==> config.mk <==
export PLATFORM = sky130hd
export DESIGN_NAME = cm_sequencer_flat
export DESIGN_NICKNAME = d
export VERILOG_FILES = /design/src/rtl/cm_sequencer_if.sv /design/src/rtl/cm_sequencer.sv /design/src/flat_wrapper.sv
export SDC_FILE = /design/constraint.sdc
export NUM_CORES = 1
export LEC_CHECK = 0
export BUFFER_PORTS_ARGS = -buffer_cell sky130_fd_sc_hd__buf_2
export CORE_MARGIN = 2
export CORE_UTILIZATION = 40
export DETAILED_ROUTE_END_ITERATION = 6
export GPL_TIMING_DRIVEN = 0
export PLACE_DENSITY_LB_ADDON = 0.2
export SLEW_MARGIN = 20
export SYNTH_ARGS = -nofsm -noshare
export SYNTH_HDL_FRONTEND = slang
export SYNTH_SLANG_ARGS = --single-unit
export TNS_END_PERCENT = 5
==> constraint.sdc <==
create_clock -name clk -period 1.9 [get_ports clk]
set_input_delay 0.285 -clock clk [delete_from_list [all_inputs] [get_ports clk]]
set_output_delay 0.285 -clock clk [all_outputs]
set_load 0.02 [all_outputs]
==> src/rtl/cm_sequencer_if.sv <==
// Instruction / load channel between the instruction source and cm_sequencer.
//   instr_valid/instr_ready : push handshake for {instr_op, instr_dst}
//   instr_op                : opcode forwarded to cm
//   instr_dst               : writeback target (00 R0, 01 R1, 10 R2, 11 R_EXTRA only)
//   load_en/load_sel/load_data : direct operand register load (honoured only when idle)
interface cm_sequencer_if;
    logic       instr_valid;
    logic       instr_ready;
    logic [1:0] instr_op;
    logic [1:0] instr_dst;
    logic       load_en;
    logic [1:0] load_sel;
    logic [2:0] load_data;

    modport master (
        output instr_valid, instr_op, instr_dst, load_en, load_sel, load_data,
        input  instr_ready
    );

    modport slave (
        input  instr_valid, instr_op, instr_dst, load_en, load_sel, load_data,
        output instr_ready
    );
endinterface

==> src/rtl/cm_sequencer.sv <==
// Sequencing controller for the cm micro-operation unit.
// Holds operand registers R0..R2, queues {op, dst} instructions in a DEPTH-entry
// FIFO, drives each op to cm for one settle cycle (ISSUE) plus one capture cycle
// (CAPTURE), then latches cm_result into r_extra and optionally writes it back.
// Ports:
//   clk, rst_n   : clock, asynchronous active-low reset
//   bus          : instruction push + direct load channel (slave side)
//   r0, r1, r2   : operand registers to cm
//   cm_opcode    : opcode to cm (00 while idle)
//   cm_result    : cm combinational result
//   r_extra      : last captured result
//   done         : one-cycle pulse per completed instruction
//   busy         : FSM not idle or FIFO not empty
module cm_sequencer #(
    parameter int DEPTH = 4
) (
    input  logic             clk,
    input  logic             rst_n,
    cm_sequencer_if.slave    bus,
    output logic [2:0]       r0,
    output logic [2:0]       r1,
    output logic [2:0]       r2,
    output logic [1:0]       cm_opcode,
    input  logic [2:0]       cm_result,
    output logic [2:0]       r_extra,
    output logic             done,
    output logic             busy
);
    localparam int AW = (DEPTH > 1) ? $clog2(DEPTH) : 1;
    localparam int CW = AW + 1;

    typedef enum logic [1:0] {IDLE, ISSUE, CAPTURE} state_t;

    state_t          state_q, state_d;
    logic [AW-1:0]   wr_ptr_q, wr_ptr_d;
    logic [AW-1:0]   rd_ptr_q, rd_ptr_d;
    logic [CW-1:0]   count_q, count_d;
    logic [2:0]      regs_q [3];
    logic [2:0]      regs_d [3];
    logic [2:0]      r_extra_q, r_extra_d;
    logic [1:0]      cm_opcode_q, cm_opcode_d;
    logic            done_q, done_d;

    logic [1:0]      op_mem_q  [DEPTH];
    logic [1:0]      dst_mem_q [DEPTH];

    logic            full, push, pop, load_ok;
    logic [CW-1:0]   count_after_pop;
    logic [1:0]      head_next_op;
    logic [1:0]      head_dst;

    always_comb begin
        full     = (count_q == CW'(DEPTH));
        push     = bus.instr_valid && !full;
        pop      = (state_q == CAPTURE);
        busy     = (state_q != IDLE) || (count_q != '0);
        load_ok  = bus.load_en && !busy && (bus.load_sel != 2'b11);
        head_dst = dst_mem_q[rd_ptr_q];

        wr_ptr_d        = wr_ptr_q + AW'(push);
        rd_ptr_d        = rd_ptr_q + AW'(pop);
        count_after_pop = count_q - CW'(pop);
        count_d         = count_after_pop + CW'(push);

        // Head seen after this edge: if the FIFO drains to empty, a push
        // landing on this same edge becomes the head and is read straight
        // from the input rather than from storage not yet written.
        head_next_op = (count_after_pop == '0) ? bus.instr_op : op_mem_q[rd_ptr_d];

        state_d = state_q;
        case (state_q)
            IDLE:    if (count_q != '0 || push) state_d = ISSUE;
            ISSUE:   state_d = CAPTURE;
            CAPTURE: state_d = (count_d != '0) ? ISSUE : IDLE;
            default: state_d = IDLE;
        endcase

        // Opcode is registered; it reloads whenever a new instruction starts
        // and holds across ISSUE->CAPTURE so cm sees a stable op for 2 cycles.
        if (state_d == IDLE)
            cm_opcode_d = 2'b00;
        else if (state_q == ISSUE)
            cm_opcode_d = cm_opcode_q;
        else
            cm_opcode_d = head_next_op;

        regs_d    = regs_q;
        r_extra_d = r_extra_q;
        done_d    = pop;
        if (pop) begin
            r_extra_d = cm_result;
            if (head_dst != 2'b11) regs_d[head_dst] = cm_result;
        end
        // Loads only happen when idle, so they never collide with writeback.
        if (load_ok) regs_d[bus.load_sel] = bus.load_data;
    end

    assign bus.instr_ready = !full;
    assign r0        = regs_q[0];
    assign r1        = regs_q[1];
    assign r2        = regs_q[2];
    assign r_extra   = r_extra_q;
    assign cm_opcode = cm_opcode_q;
    assign done      = done_q;

    always_ff @(posedge clk or negedge rst_n) begin
        if (!rst_n) begin
            state_q     <= IDLE;
            wr_ptr_q    <= '0;
            rd_ptr_q    <= '0;
            count_q     <= '0;
            regs_q[0]   <= '0;
            regs_q[1]   <= '0;
            regs_q[2]   <= '0;
            r_extra_q   <= '0;
            cm_opcode_q <= '0;
            done_q      <= 1'b0;
        end else begin
            state_q     <= state_d;
            wr_ptr_q    <= wr_ptr_d;
            rd_ptr_q    <= rd_ptr_d;
            count_q     <= count_d;
            regs_q      <= regs_d;
            r_extra_q   <= r_extra_d;
            cm_opcode_q <= cm_opcode_d;
            done_q      <= done_d;
        end
    end

    // Storage needs no reset: entries are only read while counted as valid.
    always_ff @(posedge clk) begin
        if (push) begin
            op_mem_q[wr_ptr_q]  <= bus.instr_op;
            dst_mem_q[wr_ptr_q] <= bus.instr_dst;
        end
    end
endmodule

==> src/flat_wrapper.sv <==
// flat-port wrapper written by rule: the top's interface ports become plain ports
module cm_sequencer_flat 
#(
    parameter int DEPTH = 4
)
  (clk, rst_n, r0, r1, r2, cm_opcode, cm_result, r_extra, done, busy, bus_instr_valid, bus_instr_op, bus_instr_dst, bus_load_en, bus_load_sel, bus_load_data, bus_instr_ready);
  cm_sequencer_if bus_i ();
  input  logic clk;
  input  logic rst_n;
  output logic [2:0] r0;
  output logic [2:0] r1;
  output logic [2:0] r2;
  output logic [1:0] cm_opcode;
  input  logic [2:0] cm_result;
  output logic [2:0] r_extra;
  output logic done;
  output logic busy;
  input wire logic [$bits(bus_i.instr_valid)-1:0] bus_instr_valid;
  input wire logic [$bits(bus_i.instr_op)-1:0] bus_instr_op;
  input wire logic [$bits(bus_i.instr_dst)-1:0] bus_instr_dst;
  input wire logic [$bits(bus_i.load_en)-1:0] bus_load_en;
  input wire logic [$bits(bus_i.load_sel)-1:0] bus_load_sel;
  input wire logic [$bits(bus_i.load_data)-1:0] bus_load_data;
  output wire logic [$bits(bus_i.instr_ready)-1:0] bus_instr_ready;
  assign bus_i.instr_valid = bus_instr_valid;
  assign bus_i.instr_op = bus_instr_op;
  assign bus_i.instr_dst = bus_instr_dst;
  assign bus_i.load_en = bus_load_en;
  assign bus_i.load_sel = bus_load_sel;
  assign bus_i.load_data = bus_load_data;
  assign bus_instr_ready = bus_i.instr_ready;
  cm_sequencer #(.DEPTH(DEPTH)) u_core (.clk(clk), .rst_n(rst_n), .bus(bus_i), .r0(r0), .r1(r1), .r2(r2), .cm_opcode(cm_opcode), .cm_result(cm_result), .r_extra(r_extra), .done(done), .busy(busy));
endmodule
## Word-level counts from Yosys, hierarchy flattened

Memories as Yosys holds them, arrays and structs flattened.
Cells that the tools add are included.

- Bitwise gates (word level): 2
- Add/subtract/negate cells: 4
- Equality and inequality tests: 6
- Order comparisons: 4
- Reductions and logical operators: 15
- Multiplexer cells: 17

Operators by type and width:

| kind | number |
|---|---|
| two-way mux 9 bit | 3 |
| bitwise mux 9 bit | 2 |
| demux 3 bit (select 2 bit) | 2 |
| two-way mux 2 bit | 4 |
| >= comparator 3 bit, second input constant | 2 |
| less-than comparator 3 x 1 -> 1 bit, second input constant | 2 |
| two-way mux 3 bit | 2 |
| NOT 2 -> 3 bit | 2 |
| case mux 2 bit (3 select lines) | 1 |
| nonzero test 3 bit | 2 |
| logical AND 1 bit | 5 |
| adder 2 x 1 -> 2 bit | 2 |
| logical NOT 2 bit | 2 |
| != test 2 bit, second input constant | 2 |
| adder 3 x 1 -> 3 bit | 1 |
| equality test 3 bit, second input constant | 1 |
| logical NOT 3 bit | 1 |
| two-way mux 1 bit | 3 |
| subtractor 3 x 1 -> 3 bit | 1 |
| equality test 2 x 1 -> 1 bit, second input constant | 1 |
| equality test 2 bit, second input constant | 1 |
| logical NOT 1 bit | 2 |
| logical OR 1 bit | 2 |
| != test 2 x 1 -> 1 bit, second input constant | 1 |
| nonzero test 2 bit | 1 |

- Word-level logic and storage cells: 60
- Memories: 2
- Input port bits: 16
- Bits in writable memories: 16
- Bits in registers: 24

Memory list:

| memory | words | width | rd ports | clocked after Yosys merged registers in | write ports | RTL line | text |
|---|---|---|---|---|---|---|---|
| u_core.dst_mem_q | 4 | 2 | 1 | 0 | 1 | cm_sequencer.sv:45 | `logic [1:0] dst_mem_q [DEPTH];` |
| u_core.op_mem_q | 4 | 2 | 1 | 0 | 1 | cm_sequencer.sv:44 | `logic [1:0] op_mem_q [DEPTH];` |

## Longest topological paths before layout

Gate-level depths: netlist of run 1.
An unclocked memory read counts as a cell.

- Word-level depth: 11
- Gate-level depth with buffers: 10

## Worst setup path before layout of run 1

Ideal clock, no wire load.

- Kind: register -> register
- From: register u_core.state_q[1]
- To: register u_core.cm_opcode_q[0] (netlist: u_core.cm_opcode[0])
- Clock period less this slack: 2,025 ps
- Cell stages (with the launch flop): 11
- Arrival: 1,892 ps
- Setup time: 133 ps
- Path slack: -125 ps
- Cell sequence: dfrtp_1 -> or2b_1 -> inv_1 -> ha_1 -> ha_1 -> inv_1 -> ha_1 -> nor2_1 -> nand2_1 -> o21ai_0 -> o21ai_0

- Longest elaborated chain between the ends: 8
- Elaborated cells between the ends (all ways): 17

Ends and longest elaborated chain:

| what | RTL line | text |
|---|---|---|
| from (decl) | cm_sequencer.sv:34 | `state_t state_q, state_d;` |
| from (signal assigned) | cm_sequencer.sv:119 | `state_q <= state_d;` |
| equality test 2 bit * | cm_sequencer.sv:55 | `pop = (state_q == CAPTURE);` |
| subtractor 3 x 1 -> 3 bit * | cm_sequencer.sv:62 | `count_after_pop = count_q - CW'(pop);` |
| adder 3 x 1 -> 3 bit * | cm_sequencer.sv:63 | `count_d = count_after_pop + CW'(push);` |
| named net u_core.count_d[1] | cm_sequencer.sv:37 | `logic [CW-1:0] count_q, count_d;` |
| nonzero test 3 bit * | cm_sequencer.sv:74 | `CAPTURE: state_d = (count_d != '0) ? ISSUE : IDLE;` |
| two-way mux 1 bit * | cm_sequencer.sv:74 |  |
| case mux 2 bit (3 select lines) * | cm_sequencer.sv:71 | `case (state_q)` |
| logical NOT 2 bit * | cm_sequencer.sv:80 | `if (state_d == IDLE)` |
| != test 2 x 1 -> 1 bit (no source line) or two-way mux 2 bit (tied branches) | n/a |  |
| to (signal assigned) | cm_sequencer.sv:125 | `cm_opcode_q <= cm_opcode_d;` |
| to (decl) | cm_sequencer.sv:41 | `logic [1:0] cm_opcode_q, cm_opcode_d;` |

The timed path passes the listed nets; every way through them passes the cells marked *. The select of a mux whose other input is x is not followed.
A chain may end at the register's enable or synchronous reset.

## Worst setup path in the final report of run 1

Ends and elaborated chain as after synthesis.

==> results.txt, run 1 <==
Min-Delay Path Depth: 1
Final Hold Violating Endpoints: 0
Cell Area, Synth: 1850 um^2
Final Wtd Congestion: 0.805
Number of non-filler instances in the completed layout: 247
Type of element launching the critical path: flop
Clock sink count: 40
Post-layout min period: 1.88 ns
Fraction of layout instances using a drive strength above 1: 37.9%
Design area: 2350 um^2
Worst flop-to-flop path endpoint: u_core.cm_opcode[0]
I/O pin cnt: 33
Headroom to the max-slew limit: 57.0%
Cells taking the most area after synthesis: sky130_fd_sc_hd__dfrtp_1, sky130_fd_sc_hd__edfxtp_1, sky130_fd_sc_hd__ha_1, sky130_fd_sc_hd__nand3_1, sky130_fd_sc_hd__mux4_2
Number of iterations in the first detailed-routing pass: 6
Number of antenna violations at the first check in global routing: 0
Worst-Margin Slew: 0.644 ns
Number of levels the H-tree was split into: 2
Top-count cell post-synth: sky130_fd_sc_hd__dfrtp_1
Maximum clock skew at final layout: 0.00294 ns
Mean Syn Cell Area: 12.5 um^2
Count of antenna diodes in the layout: 0
Post-synth top area cell: sky130_fd_sc_hd__dfrtp_1
Worst r2r path cells: 10
P&R area growth vs syn: 26.8%
Drt drc: 0
Core outline area: 4410 um^2
Via count of the first global-routing pass: 1292
Iter 0 DRT Violations: 115
Arrival time of data at the critical path endpoint: 2.06 ns
Floorplan die height: 72.0 um
Pwr Density: 1730 nW/um^2
Asr flop ratio synth: 60.0%
Total Routed Length: 3770 um
Number of buffers on the longest clock path: 2
Primary flip-flop cell chosen by synthesis mapping: sky130_fd_sc_hd__dfrtp_1
Maximum number of pins on one net before global-route repair: 25
Wire length of the first global-routing pass: 6180 um
Area of the multi-input gates: 836 um^2
Area taken by flip-flops and latches: 1080 um^2
Max frequency: 532 MHz
Total power: 4.05 mW
Routed length per placed instance: 15.3 um
Clock transition time at the flip-flop clock pins of the worst setup and hold paths: 0.07 ns
Number of synthesized flops with an enable pin: 16
Overflow after GRT: 0
Post-synth cell types: 34
Port Buffers: 32
Vias post-DR: 1302
Root Buffer: sky130_fd_sc_hd__clkbuf_8
Total global routing track utilization: 16.0%
CTS buffer count: 5
Number of pins with negative max-slew slack in the final report: 0
Most common library cells after synthesis: sky130_fd_sc_hd__dfrtp_1, sky130_fd_sc_hd__edfxtp_1, sky130_fd_sc_hd__nand3_1
#FFs+latches synth: 40
Final HPWL from detailed placement: 2840 um
Share of the synthesized area in the top cell type: 32.4%
Sequential element share of the synthesized area: 58.4%
Kind of end point of the critical path: flop
Origin of the critical flop-to-flop path: u_core.state_q[1]
Fill count: 389
Number of max-cap violations: 0
Placed Instances: 232
Register-to-register setup slack: 0.02 ns
Final cycle utilization of the critical path: 98.9%
Final core occ: 53.2%
Top fanout value on the critical path: 3
Total number of placement rows: 24
Initial Util: 42.0%
Setup total negative slack: 0 ns
HP Start: bus_instr_dst[1]
Cell area reported after detailed placement: 2120 um^2
Syn nets: 170
Residual antenna-violating net count after detailed routing: 0
Horizontal die dimension: 72.0 um
Later-pin clock latency in the skew report: 0.29 ns
Unrepaired setup endpoints after global routing: yes
Endpoint required time on the critical path: 2.08 ns
Hold Path Sink: u_core.dst_mem_q[3][1]
Path type of the worst setup path: flop to flop
Outcome: finished, final reports clean
TritonCTS clock tree: done
Syn. warnings: 0
Nets@finish: 216
Die Outline Area: 5190 um^2
Endpoints failing setup: 0
Syn Inst Count: 148
Per-cell via count in the routed design: 5.27
Leakage power: 0.982 nW
Class of the tightest hold or removal check: primary input to flop
Worst supply voltage drop on vdd: 0.694 mV
worst max-delay path by stage:
stage                                 start             endpoint  slack, ns  cells past startpoint
after floorplan           u_core.state_q[1]  u_core.cm_opcode[0]       0.01                     10
after global placement    u_core.state_q[1]  u_core.cm_opcode[0]      -0.18                     10
after detailed placement  u_core.state_q[1]  u_core.cm_opcode[0]      -0.22                     10
after CTS                 u_core.count_q[2]                 busy      -0.04                      3
after global routing      u_core.state_q[1]  u_core.cm_opcode[0]      -0.05                      7
final                     u_core.state_q[1]  u_core.cm_opcode[0]       0.02                     10
sequential cells by signal (all words and copies together) (netlist names):
| register | cells |
|---|---|
| u_core.state_q | 2 |
| u_core.done | 1 |
| u_core.r1 | 3 |
| u_core.wr_ptr_q | 2 |
| u_core.op_mem_q | 8 |
| u_core.cm_opcode | 2 |
| u_core.r0 | 3 |
| u_core.rd_ptr_q | 2 |
| u_core.count_q | 3 |
| u_core.dst_mem_q | 8 |
| u_core.r_extra | 3 |
| u_core.r2 | 3 |
metrics by stage:
step | hold slack (ns) | setup WS [ns]
4_1_cts | 0.203 | -0.0357
5_1_grt | 0.210 | -0.0545
6_report | 0.220 | 0.0207
2_1_floorplan | -0.0106 | 0.0107
3_5_place_dp | 0.311 | -0.216
3_3_place_gp | 0.296 | -0.185
per-layer routing:
metal  up-vias  global-route usage [%]  wire length [um]
met3         9                    5.69               204
met5         -                       0                 0
li1        633                       -                 -
met1       622                    19.0              1640
met4         0                    7.13                59
met2        38                    26.3              1860
kinds of logic (layout without fill, tap and decap cells):
group                      count (synthesis)  in the layout  synth area share, %
and+or+nand+nor                           55             55                 16.2
DFF                                       40             40                 58.4
AOI/OAI and AO/OA                         18             18                 6.55
muxes                                     14             14                 10.2
buffers and inverters                     11             58                 2.70
adders and majority gates                  6              6                 4.05
xor gates and xnor gates                   4              4                 1.89
cells in the final DEF (no fill, tap or decap), types with 2 or more instances in the layout:
cell type                  Yosys  final
sky130_fd_sc_hd__o211ai_1      6      6
sky130_fd_sc_hd__and3_2        2      2
sky130_fd_sc_hd__mux2i_1       5      5
sky130_fd_sc_hd__nor2_1        7      6
sky130_fd_sc_hd__clkbuf_8      0      5
sky130_fd_sc_hd__mux4_2        3      3
sky130_fd_sc_hd__mux2_2        5      5
sky130_fd_sc_hd__a31oi_1       3      3
sky130_fd_sc_hd__nand2_1      12     11
sky130_fd_sc_hd__inv_4         0      3
sky130_fd_sc_hd__ha_4          0      5
sky130_fd_sc_hd__inv_1         8      4
sky130_fd_sc_hd__nand3b_1      4      4
sky130_fd_sc_hd__nand2b_1      4      4
sky130_fd_sc_hd__edfxtp_1     16     16
sky130_fd_sc_hd__buf_2         1     33
sky130_fd_sc_hd__clkinv_1      1      2
sky130_fd_sc_hd__clkbuf_1      0      2
sky130_fd_sc_hd__xnor2_1       2      2
sky130_fd_sc_hd__o21ai_1       0      2
sky130_fd_sc_hd__nand3_1      15     15
sky130_fd_sc_hd__buf_4         0      5
sky130_fd_sc_hd__dfrtp_1      24     23
sky130_fd_sc_hd__o21ai_0       6      3
sky130_fd_sc_hd__nor2b_1       2      2
power by group:
part           internal (mW)  switching (mW)
clock                  0.256           0.279
combinational          0.988            1.10
sequential              1.24           0.194
total                   2.48            1.57
what timing repair did:
| action | 4_1_cts | 5_1_grt |
|---|---|---|
| pin swaps | 2 | 10 |
| endpoints found under the setup margin | 4 | 4 |
| setup buffers | 2 | 4 |
| resized for setup | 6 | 9 |
| endpoints found under the hold margin | 24 | 0 |
| hold buffers | 1 | 0 |
area by class of cell:
class	count	share of cell area, %
inverters	9	1.76
clock buffers	7	3.25
clock inverters	1	0.160
repair buffers	39	9.70
multi-input cells	97	35.6
well taps	52	2.77
flip-flops and latches	40	46.1
plain buffers	2	0.693
worst max-delay path, cell delays in order (launching register included):
cell and delay (ns):
sky130_fd_sc_hd__dfrtp_1 0.40, sky130_fd_sc_hd__or2b_4 0.22, sky130_fd_sc_hd__inv_4 0.04, sky130_fd_sc_hd__ha_4 0.15, sky130_fd_sc_hd__ha_4 0.27, sky130_fd_sc_hd__inv_4 0.04, sky130_fd_sc_hd__ha_4 0.24, sky130_fd_sc_hd__nor2_4 0.08
sky130_fd_sc_hd__nand2_2 0.07, sky130_fd_sc_hd__o21ai_4 0.17, sky130_fd_sc_hd__o21ai_1 0.09
Power figures use the tool's default switching activity.
==> inputs of run 2 (changes only) <==
- CTS_BUF_LIST: unset -> sky130_fd_sc_hd__clkbuf_2 sky130_fd_sc_hd__clkbuf_4 sky130_fd_sc_hd__clkbuf_8
==> run 2 against run 1 <==
Global-route usage is essentially flat. Sequential share of layout area shrank 0.15 points. Register-to-register slack about the same. Critical path depth is the same. First-iteration DRC count fell by 5.2%. Largest power group unchanged.
==> results.txt, run 2 (synthesis results as in run 1) <==
Worst supply voltage drop on vdd: 0.694 mV
Final Hold Violating Endpoints: 0
I/O pin cnt: 33
Fraction of layout instances using a drive strength above 1: 39.0%
Gate family responsible for the most delay along the worst path: adder cells
Master of the slowest instance on the critical path: sky130_fd_sc_hd__dfrtp_1
Port Buffers: 32
Iter 0 DRT Violations: 109
Horizontal die dimension: 72.0 um
Drt drc: 0
Fill count: 387
Floorplan die height: 72.0 um
Worst r2r path cells: 10
Count of antenna diodes in the layout: 0
Number of buffers on the longest clock path: 2
Routed length per placed instance: 15.3 um
Largest registers: u_core.dst_mem_q x8, u_core.op_mem_q x8
Arrival time of data at the critical path endpoint: 2.06 ns
Worst-Margin Slew: 0.644 ns
Overflow after GRT: 0
Worst flop-to-flop path endpoint: u_core.cm_opcode[0]
Final HPWL from detailed placement: 2840 um
Clock sink count: 40
Die Outline Area: 5190 um^2
Path type of the worst setup path: flop to flop
Root Buffer: sky130_fd_sc_hd__clkbuf_8
Core outline area: 4410 um^2
Number of max-cap violations: 0
Pwr Density: 1730 nW/um^2
Final core occ: 53.4%
Max frequency: 532 MHz
Min-Delay Path Depth: 1
Via count of the first global-routing pass: 1289
Top fanout value on the critical path: 3
Largest stage delay, worst path: 0.40 ns
Total global routing track utilization: 16.0%
Clock network fraction of design power: 13.9%
Total Routed Length: 3780 um
Total net switching power: 1.58 mW
Final cycle utilization of the critical path: 98.9%
Number of iterations in the first detailed-routing pass: 6
Net switching share of the total power: 38.6%
Highest-count cells in the layout ignoring fill and taps: sky130_fd_sc_hd__buf_2, sky130_fd_sc_hd__dfrtp_1, sky130_fd_sc_hd__edfxtp_1
Residual antenna-violating net count after detailed routing: 0
Final Wtd Congestion: 0.805
CP Buf/Inv Count: 2
Number of pins with negative max-slew slack in the final report: 0
Vias post-DR: 1301
TritonCTS clock tree: done
Class of the tightest hold or removal check: primary input to flop
Total number of placement rows: 24
CTS buffer count: 5
Register-to-register setup slack: 0.02 ns
Leakage power: 0.989 nW
Unrepaired setup endpoints after global routing: yes
Endpoint required time on the critical path: 2.08 ns
Post-layout min period: 1.88 ns
P&R area growth vs syn: 27.2%
Later-pin clock latency in the skew report: 0.29 ns
Clock transition time at the flip-flop clock pins of the worst setup and hold paths: 0.07 ns
Origin of the critical flop-to-flop path: u_core.state_q[1]
Hold Path Sink: u_core.dst_mem_q[3][1]
Leading cell type in the layout, fill and taps excluded: sky130_fd_sc_hd__buf_2
Kind of end point of the critical path: flop
Internal power of the cells: 2.51 mW
Outcome: finished, final reports clean
Per-cell via count in the routed design: 5.27
Nets@finish: 216
Sequential group share of total power: 35.0%
Headroom to the max-slew limit: 57.0%
Maximum number of pins on one net before global-route repair: 25
HP Start: bus_instr_dst[1]
Type of element launching the critical path: flop
Cell repeated most along the worst path: sky130_fd_sc_hd__ha_4
Maximum clock skew at final layout: 0.00187 ns
Number of levels the H-tree was split into: 2
Total power: 4.09 mW
Wire length of the first global-routing pass: 6190 um
Endpoints failing setup: 0
Initial Util: 42.0%
Combinational power share: 51.1%
Number of antenna violations at the first check in global routing: 0
Critical path cell sequence: or2b_4 > inv_4 > ha_4 > ha_4 > inv_4 > ha_4 > nor2_4 > nand2_2 > o21ai_4 > o21ai_1
[run 2: cell count changes in the layout (fill, tap and decap cells not counted)]
cell,delta
sky130_fd_sc_hd__clkbuf_4,+2
sky130_fd_sc_hd__clkbuf_1,-2
[run 2: timing repair]
item                                    CTS  global route
endpoints found under the setup margin    4             4
buffers inserted                          2             4
pin swaps                                 2            10
hold endpoints to repair                 24             0
hold buffers                              1             0
resized for setup                         6             9
[run 2: worst max path at each step]
stage	end	start	cells past startpoint
after floorplan	u_core.cm_opcode[0]	u_core.state_q[1]	10
after global routing	u_core.cm_opcode[0]	u_core.state_q[1]	7
after CTS	busy	u_core.count_q[2]	3
after global placement	u_core.cm_opcode[0]	u_core.state_q[1]	10
after detailed placement	u_core.cm_opcode[0]	u_core.state_q[1]	10
final	u_core.cm_opcode[0]	u_core.state_q[1]	10
[run 2: power by group through the flow]
| stage | clock, mW | combinational, mW | sequential, mW |
|---|---|---|---|
| 2_1_floorplan | 0 | 1.09 | 1.60 |
| 3_3_place_gp | 0 | 1.64 | 1.44 |
| 3_5_place_dp | 0 | 1.72 | 1.45 |
| 4_1_cts | 0.584 | 1.85 | 1.42 |
| 5_1_grt | 0.627 | 2.29 | 1.47 |
| 6_report | 0.566 | 2.09 | 1.43 |
[run 2: through the flow]
step / setup TNS (ns) / cell area (um^2) / worst slack, ns / hold slack, ns / instances
final: 0 / 2360 / 0.0207 / 0.218 / 247
after global routing: -0.110 / 2360 / -0.0545 / 0.210 / 247
after CTS: -0.0745 / 2260 / -0.0357 / 0.203 / 243
after detailed placement: -0.622 / 2120 / -0.216 / 0.311 / 232
after global placement: -0.530 / 2120 / -0.185 / 0.296 / 232
after floorplan: 0 / 1890 / 0.0107 / -0.0106 / 148
[run 2: final cells by class]
type | count | area (um^2) | share of cell area [%]
sequential | 40 | 1080 | 45.9
timing repair buffer | 39 | 228 | 9.67
buffer | 2 | 16.3 | 0.690
inverter | 9 | 41.3 | 1.75
clock inverter | 1 | 3.75 | 0.159
clock buffer | 7 | 83.8 | 3.56
multi-input combinational | 97 | 836 | 35.5
tap | 52 | 65.1 | 2.76
[run 2: per-layer routing]
metal	part of all wire (%)	routed length, um	GRT usage (%)	vias to the layer above
met5	0	0	0	-
met4	1.6	59	7.13	0
met3	5.4	204	5.69	9
met2	49	1850	26.1	38
met1	44	1670	19.2	620
li1	-	-	-	634
